**src/rtl/sync_fifo_pkg.sv**
```systemverilog
// Shared status codes and the occupancy-to-status decode for the FIFO core.
package sync_fifo_pkg;

    localparam logic [2:0] ST_EMPTY = 3'd0;
    localparam logic [2:0] ST_Q1    = 3'd1;
    localparam logic [2:0] ST_Q2    = 3'd2;
    localparam logic [2:0] ST_Q3    = 3'd3;
    localparam logic [2:0] ST_Q4    = 3'd4;
    localparam logic [2:0] ST_FULL  = 3'd5;

    // Quarter bands are inclusive at the top; FULL only at exactly depth.
    function automatic logic [2:0] status_of(input logic [31:0] cnt, input logic [31:0] depth);
        logic [31:0] q;
        logic [2:0]  st;
        q = depth >> 2;
        if (cnt == 32'd0)
            st = ST_EMPTY;
        else if (cnt <= q)
            st = ST_Q1;
        else if (cnt <= (q << 1))
            st = ST_Q2;
        else if (cnt <= (q + (q << 1)))
            st = ST_Q3;
        else if (cnt < depth)
            st = ST_Q4;
        else
            st = ST_FULL;
        return st;
    endfunction

endpackage

```
**src/rtl/fifo_ram.sv**
```systemverilog
// Simple dual-port storage: synchronous write, registered read-first read port.
module fifo_ram #(
    parameter int DATA_WIDTH = 32,
    parameter int ADDR_WIDTH = 4
) (
    input  logic                  clk,
    input  logic                  rst,
    input  logic                  i_we,
    input  logic [ADDR_WIDTH-1:0] i_waddr,
    input  logic [DATA_WIDTH-1:0] i_wdata,
    input  logic                  i_re,
    input  logic [ADDR_WIDTH-1:0] i_raddr,
    output logic [DATA_WIDTH-1:0] o_rdata
);

    localparam int DEPTH = 1 << ADDR_WIDTH;

    logic [DATA_WIDTH-1:0] r_mem [DEPTH];
    logic [DATA_WIDTH-1:0] r_rdata;

    // Array contents are deliberately left unreset.
    always_ff @(posedge clk) begin
        if (i_we)
            r_mem[i_waddr] <= i_wdata;
    end

    // Read samples the array before this edge's write lands (read-first).
    always_ff @(posedge clk) begin
        if (rst)
            r_rdata <= '0;
        else if (i_re)
            r_rdata <= r_mem[i_raddr];
    end

    assign o_rdata = r_rdata;

endmodule

```
**src/rtl/sync_fifo_core.sv**
```systemverilog
// Single-clock FIFO core: pointers, occupancy count, accept logic, status code
// and one-cycle overflow/underflow pulses around a read-first storage array.
module sync_fifo_core
    import sync_fifo_pkg::*;
#(
    parameter int DATA_WIDTH = 32,
    parameter int ADDR_WIDTH = 4
) (
    input  logic                  clk,
    input  logic                  rst,
    input  logic                  wr_en,
    input  logic [DATA_WIDTH-1:0] write_data,
    input  logic                  rd_en,
    output logic [DATA_WIDTH-1:0] rd_data,
    output logic                  rd_valid,
    output logic [2:0]            fifo_status,
    output logic [ADDR_WIDTH:0]   count,
    output logic                  overflow,
    output logic                  underflow
);

    localparam int DEPTH = 1 << ADDR_WIDTH;
    localparam int CW    = ADDR_WIDTH + 1;

    logic [ADDR_WIDTH-1:0] r_wr_ptr;
    logic [ADDR_WIDTH-1:0] r_rd_ptr;
    logic [CW-1:0]         r_count;
    logic                  r_rd_valid;
    logic                  r_overflow;
    logic                  r_underflow;

    logic w_full;
    logic w_empty;
    logic w_pop;
    logic w_push;

    assign w_full  = (r_count == CW'(DEPTH));
    assign w_empty = (r_count == '0);
    // A pop frees a slot this same edge, so a push into a full FIFO may proceed.
    assign w_pop   = rd_en && !w_empty;
    assign w_push  = wr_en && (!w_full || w_pop);

    always_ff @(posedge clk) begin
        if (rst) begin
            r_wr_ptr    <= '0;
            r_rd_ptr    <= '0;
            r_count     <= '0;
            r_rd_valid  <= 1'b0;
            r_overflow  <= 1'b0;
            r_underflow <= 1'b0;
        end else begin
            if (w_push)
                r_wr_ptr <= r_wr_ptr + ADDR_WIDTH'(1);
            if (w_pop)
                r_rd_ptr <= r_rd_ptr + ADDR_WIDTH'(1);
            if (w_push && !w_pop)
                r_count <= r_count + CW'(1);
            else if (w_pop && !w_push)
                r_count <= r_count - CW'(1);
            r_rd_valid  <= w_pop;
            r_overflow  <= wr_en && !w_push;
            r_underflow <= rd_en && !w_pop;
        end
    end

    fifo_ram #(
        .DATA_WIDTH(DATA_WIDTH),
        .ADDR_WIDTH(ADDR_WIDTH)
    ) u_ram (
        .clk    (clk),
        .rst    (rst),
        .i_we   (w_push),
        .i_waddr(r_wr_ptr),
        .i_wdata(write_data),
        .i_re   (w_pop),
        .i_raddr(r_rd_ptr),
        .o_rdata(rd_data)
    );

    assign fifo_status = status_of(32'(r_count), 32'(DEPTH));
    assign count       = r_count;
    assign rd_valid    = r_rd_valid;
    assign overflow    = r_overflow;
    assign underflow   = r_underflow;

endmodule

```
**config.mk**
```make
export PLATFORM = sky130hd
export DESIGN_NAME = sync_fifo_core
export DESIGN_NICKNAME = d
export VERILOG_FILES = /design/src/rtl/sync_fifo_pkg.sv /design/src/rtl/fifo_ram.sv /design/src/rtl/sync_fifo_core.sv
export SDC_FILE = /design/constraint.sdc
export NUM_CORES = 1
export LEC_CHECK = 0
export BUFFER_PORTS_ARGS = -buffer_cell sky130_fd_sc_hd__buf_2
export CORE_ASPECT_RATIO = 1.25
export CORE_MARGIN = 3
export CORE_UTILIZATION = 30
export DETAILED_ROUTE_END_ITERATION = 8
export PLACE_DENSITY = 0.52
export SLEW_MARGIN = 25
export SYNTH_ARGS = -nofsm -noshare
export SYNTH_HDL_FRONTEND = slang
export SYNTH_HIERARCHICAL = 1
export SYNTH_SLANG_ARGS = --single-unit
```
**constraint.sdc**
```tcl
create_clock -name clk -period 4.1 [get_ports clk]
set_input_delay 0.205 -clock clk [delete_from_list [all_inputs] [get_ports clk]]
set_output_delay 0.205 -clock clk [all_outputs]
set_load 0.005 [all_outputs]
```
Word level (Yosys, flattened, before mapping)
Memories as Yosys holds them, arrays and structs flattened. A register that Yosys moved wholly into a read port is not among the register bits.
Cells that the tools add are included.

cells by class
  order comparisons = 4
  $add $sub $neg = 4
  multiplexer cells = 9
  equality and inequality tests = 1
  reduce and logical (&&, ||, !) cells = 13

operators with widths
  operator             number
  $mux 3               4
  $le 5x4->1 const B   2
  $mux 5               2
  $add 4x1->4 const B  2
  $logic_and 1x1->1    6
  $add 5x1->5 const B  1
  $eq 5x5->1 const B   1
  $le 5x3->1 const B   1
  $logic_not 5->1      1
  $lt 5x5->1 const B   1
  $sub 5x1->5 const B  1
  $logic_not 1->1      4
  $mux 1               3
  $reduce_bool 2->1    1
  $logic_or 1x1->1     1

storage, ports and cells
  word-level logic and storage cells = 38
  output and inout port bits = 43
  memories = 1
  RAM bits = 512
  input bits = 36
  bits in registers = 16

memories
  name         depth  width  rd ports  clocked after Yosys merged registers in  wr ports  RTL line        text
  u_ram.r_mem  16     32     1         1                                        1         fifo_ram.sv:18  logic [DATA_WIDTH-1:0] r_mem [DEPTH];

Depth between registers and ports, before layout
  depth in word-level cells = 9
  depth in mapped cells = 11
  depth with buffers taken out = 10

By module
Netlist, hierarchy kept.

modules (own cells, without submodules)
  module          cells an instance  times used  sequential area each (µm²)  area an instance (µm²)
  fifo_ram        1216               1           16015.4                     20948.8
  sync_fifo_core  93                 1           320.3                       850.8

Least setup slack after synthesis
Ideal clock, no wire load.

  path kind = register to register
  start point = register r_count[0] (netlist: count[0])
  end point = memory u_ram.r_mem[0][0] (enable)
  cell stages (with the launch flop) = 7
  slack = 46 ps
  path buffers = 1
  arrival = 3593 ps
  cell sequence = dfxtp_1 > or4_1 > buf_6 > o21ai_2 > inv_1 > or3b_2 > nor3_1

between the ends
  word-level cells in the longest chain between the ends = 7
  elaborated cells on any way between the ends = 9

RTL lines
  item                              RTL line              text
  start: declaration                sync_fifo_core.sv:27  logic [CW-1:0] r_count;
  start signal: assignment          sync_fifo_core.sv:57  r_count <= r_count + CW'(1);
  start signal: assignment          sync_fifo_core.sv:59  r_count <= r_count - CW'(1);
  $logic_not 5->1                   sync_fifo_core.sv:38  assign w_empty = (r_count == '0);
  $logic_not 1->1                   sync_fifo_core.sv:40  assign w_pop = rd_en && !w_empty;
  $logic_and 1x1->1                 sync_fifo_core.sv:40
  $logic_or 1x1->1 (*)              sync_fifo_core.sv:41  assign w_push = wr_en && (!w_full || w_pop);
  $logic_and 1x1->1 (*)             sync_fifo_core.sv:41
  named net w_push                  sync_fifo_core.sv:35  logic w_push;
  $mux 1 (*)                        fifo_ram.sv:23        if (i_we)
  $mux 1 (not written as such) (*)  fifo_ram.sv:24        r_mem[i_waddr] <= i_wdata;
  end: declaration                  fifo_ram.sv:18

Mark *: on every way through the listed nets, which the timed path passes. The rest lies on a longest branch.

Final worst setup path
  start point = register r_count[0] (netlist: count[0])
  end point = register r_count[4] (netlist: count[4])

between the ends
  word-level cells in the longest chain between the ends = 8
  elaborated cells on any way between the ends = 16

RTL lines
  item                                RTL line              text
  $logic_not 5->1                     sync_fifo_core.sv:38
  $logic_not 1->1                     sync_fifo_core.sv:40
  $logic_and 1x1->1                   sync_fifo_core.sv:40
  $logic_or 1x1->1 (*)                sync_fifo_core.sv:41
  $logic_and 1x1->1 (*)               sync_fifo_core.sv:41
  named net w_push                    sync_fifo_core.sv:35
  $logic_not 1->1                     sync_fifo_core.sv:58  else if (w_pop && !w_push)
  $logic_and 1x1->1                   sync_fifo_core.sv:58
  $reduce_bool 2->1 (no source line)  n/a

Mark *: on every way through the listed nets, which the timed path passes. The rest lies on a longest branch. The select of a mux whose other input is x is not followed.
A chain may end at the register's enable or synchronous reset.

==> Implementation_results.wiki <==
{| class="wikitable"
! Metric !! Value
|-
| Result of the run || finished, final reports clean
|-
| Total Die Area || 76000 um^2
|-
| Sequential fraction of the synthesis area || 74.9%
|-
| 1st-iter DRT viols || 779
|-
| Dominant cell type by area after synthesis || sky130_fd_sc_hd__edfxtp_1
|-
| Worst Skew || 17.4 ps
|-
| Syn_area_per_cell || 16.7 um^2
|-
| Post-route fraction of the period consumed by the critical path || 78.2%
|-
| TritonCTS clock tree || yes
|-
| Final setup violation count || 0
|-
| Hold_ws || 33.9 ps
|-
| Number of nets in the synthesized netlist || 1352
|-
| Core area || 71300 um^2
|-
| Number of nets at the end of the flow || 1490
|-
| Critical Path Fanout Max || 8
|-
| Count of maximum capacitance violations || 0
|-
| Largest voltage drop on the vdd net || 0.000328 V
|-
| Vias in the first global route || 12000
|-
| H-Tree Depth || 2
|-
| Diodes inserted || 0
|-
| Number of remaining DRC errors || 0
|-
| Number of iterations in the first detailed-routing pass || 5
|-
| Share of post-route cells with drive strength above 1 || 15.9%
|-
| Worst Setup Slack, final || 893 ps
|-
| Worst Path Arrival || 3690 ps
|-
| Final wirelength || 52400 um
|-
| Remaining max-slew budget at the tightest pin || 37.2%
|-
| Number of enable-type register cells in the synthesized netlist || 512
|-
| Clock Path Buffers || 3
|-
| Worst min-delay path class || in2reg
|-
| Cell at the root of the clock tree || sky130_fd_sc_hd__clkbuf_16
|-
| Total congestion overflow after global routing || 0
|-
| Clock input transition at the sequential cells of the worst setup and hold paths || 60 ps
|-
| Worst setup path class || reg2reg
|-
| Initial Util || 30.6%
|-
| Placed cells || 2301
|-
| Die Span Y || 307 um
|-
| Layout-stage area growth over the synthesis result || 16.7%
|-
| Number of warnings reported in the yosys synthesis log || 6
|-
| Mapped Cells || 1309
|-
| Initial antenna violation count || 1
|-
| Wirelength per Cell || 21.5 um
|-
| Global-route wire length before repair || 78200 um
|-
| HPWL after DPL || 29900 um
|-
| Syn Std Cell Area || 21800 um^2
|-
| Post-CTS resize count || 0
|-
| Core Rows || 109
|-
| Fin. max-slew vios || 0
|-
| Number of vias after detailed routing || 11500
|-
| Final Hold Vio Count || 0
|-
| Reported leakage power || 7.97 nW
|-
| Top post-synthesis cells by area || sky130_fd_sc_hd__edfxtp_1 71%, sky130_fd_sc_hd__mux2i_1 12%, sky130_fd_sc_hd__dfxtp_1 4.4%, sky130_fd_sc_hd__nand3_1 2.2%, sky130_fd_sc_hd__a22oi_1 2.2%
|-
| Overall track demand over capacity in global routing || 13.8%
|-
| Top Ports || 79
|-
| Worst Tran Pin Value || 940 ps
|-
| F_max || 0.312 GHz
|-
| Setup tns final || 0 ps
|-
| Share of the synthesized area in the top cell type || 70.5%
|-
| Most used flip-flop cell after synthesis || sky130_fd_sc_hd__edfxtp_1
|-
| Remaining antenna violation count after routing || 0
|-
| Number of vias per cell after detailed routing || 4.73
|-
| Most common cell in the netlist || sky130_fd_sc_hd__edfxtp_1
|-
| CP startpoint kind || flip-flop
|-
| Final non-filler cell total || 2435
|-
| Number of buffers created by CTS || 54
|-
| Proportion of synthesized flip-flops having asynchronous set or reset || 0%
|-
| Final weighted congestion in routability-driven placement || 0.724
|-
| Clock network latency to the later pin of the worst-skew pair || 610 ps
|-
| DP Worst Slack || 915 ps
|-
| Number of sinks handled by clock tree synthesis || 560
|-
| Number of storage elements in the synthesis netlist || 560
|-
| Number of distinct library cells after synthesis || 45
|-
| Number of buffers inserted by port buffering || 78
|-
| Die width || 247 um
|-
| Endpoint kind of the worst setup timing path || flip-flop
|-
| Unrepaired setup endpoints after global routing || no
|-
| Crit path required time || 4580 ps
|-
| Maximum number of pins on one net before global-route repair || 63
|-
| PD cells || 521 nW/um^2
|-
| Top post-synthesis cells by count || 512 x sky130_fd_sc_hd__edfxtp_1, 259 x sky130_fd_sc_hd__mux2i_1, 98 x sky130_fd_sc_hd__nand2_1, 97 x sky130_fd_sc_hd__nand3_1, 64 x sky130_fd_sc_hd__a22oi_1
|-
| Clock period minus final worst setup slack || 3210 ps
|}
## metrics by stage
stage          cell area, um^2  utilization, %  power (mW)
6_report                 25400            35.7        13.3
5_1_grt                  25400            35.7        13.8
4_1_cts                  25400            35.7        13.5
3_5_place_dp             23400            32.8        8.54
3_3_place_gp             23400            32.8        8.52
2_1_floorplan            21800               -        7.74
## worst paths after layout
kind,start,to,slack (ps),cells after the start
worst min register to register,u_ram/o_rdata[1]$_SDFFE_PP0P_,u_ram/o_rdata[1]$_SDFFE_PP0P_,460,2
worst max-delay path,count[0]$_SDFFE_PP0P_,count[4]$_SDFFE_PP0P_,890,10
worst min-delay path,write_data[15],u_ram/r_mem[5][15]$_DFFE_PP_,30,1
worst max register to register,count[0]$_SDFFE_PP0P_,count[4]$_SDFFE_PP0P_,890,10
## kinds of logic after synthesis
group                    synth area share (%)
multiplexers                             11.9
buffers and inverters                    2.67
adder cells (fa/ha/maj)                 0.436
AND/OR/NAND/NOR                          5.36
XOR/XNOR                                0.321
AO/OA/AOI/OAI                            4.33
flip-flops                               74.9
## sequential cells by signal, summed over array words and instances, names as in the netlist
register	cells
count	5
rd_valid	1
r_wr_ptr	4
u_ram/o_rdata	32
overflow	1
r_rd_ptr	4
u_ram/r_mem	512
underflow	1
## area by class of cell
| type | instances | area, um^2 |
|---|---|---|
| Clock inverter | 16 | 160 |
| Fill cell | 6719 | 45900 |
| Sequential cell | 560 | 16300 |
| Multi-Input combinational cell | 673 | 5020 |
| Tap cell | 943 | 1180 |
| Inverter | 5 | 18.8 |
| Clock buffer | 85 | 1570 |
| Timing Repair Buffer | 153 | 1150 |
## worst max-delay path: stages (launching register included)
cell and delay [ps]:
sky130_fd_sc_hd__dfxtp_1 370, sky130_fd_sc_hd__or4_1 720, sky130_fd_sc_hd__o21ai_2 280, sky130_fd_sc_hd__inv_1 150, sky130_fd_sc_hd__ha_1 250, sky130_fd_sc_hd__inv_1 130
sky130_fd_sc_hd__ha_1 270, sky130_fd_sc_hd__nor2b_1 150, sky130_fd_sc_hd__o22ai_1 180, sky130_fd_sc_hd__mux2i_1 220, sky130_fd_sc_hd__mux2_2 350
## layer usage
metal / wire (um) / global-route usage (%) / up-vias / share of wire, %
li1: - / - / 5333 / -
met1: 22600 / 18.0 / 5874 / 43
met2: 26500 / 23.9 / 221 / 50
met3: 2070 / 2.12 / 91 / 3.9
met4: 1310 / 4.03 / 0 / 2.5
met5: 0 / 0 / - / 0
## cells in the final DEF, fill, tap and decap left out, drive strengths merged, types with 2 or more instances in the layout
master and instances:
o211ai 4, clkinv 11, ha 6, or3b 2, and3 2, dfxtp 48, a22oi 64, nor3 6
buf 120, clkinvlp 2, edfxtp 512, bufinv 2, dlygate4sd3 33, nand2 98, nor2 32, xor2 7
mux2i 259, nand2b 3, a21oi 67, inv 6, nor2b 5, a21o 2, clkbuf 85, nand3 97
nand3b 3, o21ai 2, nor4b 2
## where the power goes
| part | leakage (nW) | internal (mW) | switching, mW |
|---|---|---|---|
| clock | 0.844 | 2.76 | 2.09 |
| sequential | 5.02 | 6.52 | 0.204 |
| combinational | 2.11 | 0.599 | 1.08 |
| total | 7.97 | 9.87 | 3.38 |
## repair_timing
| item | CTS | global route |
|---|---|---|
| hold buffers | 33 | 0 |
| setup buffers | 0 | 0 |
| endpoints found under the hold margin | 466 | 0 |
Power figures use the tool's default switching activity.
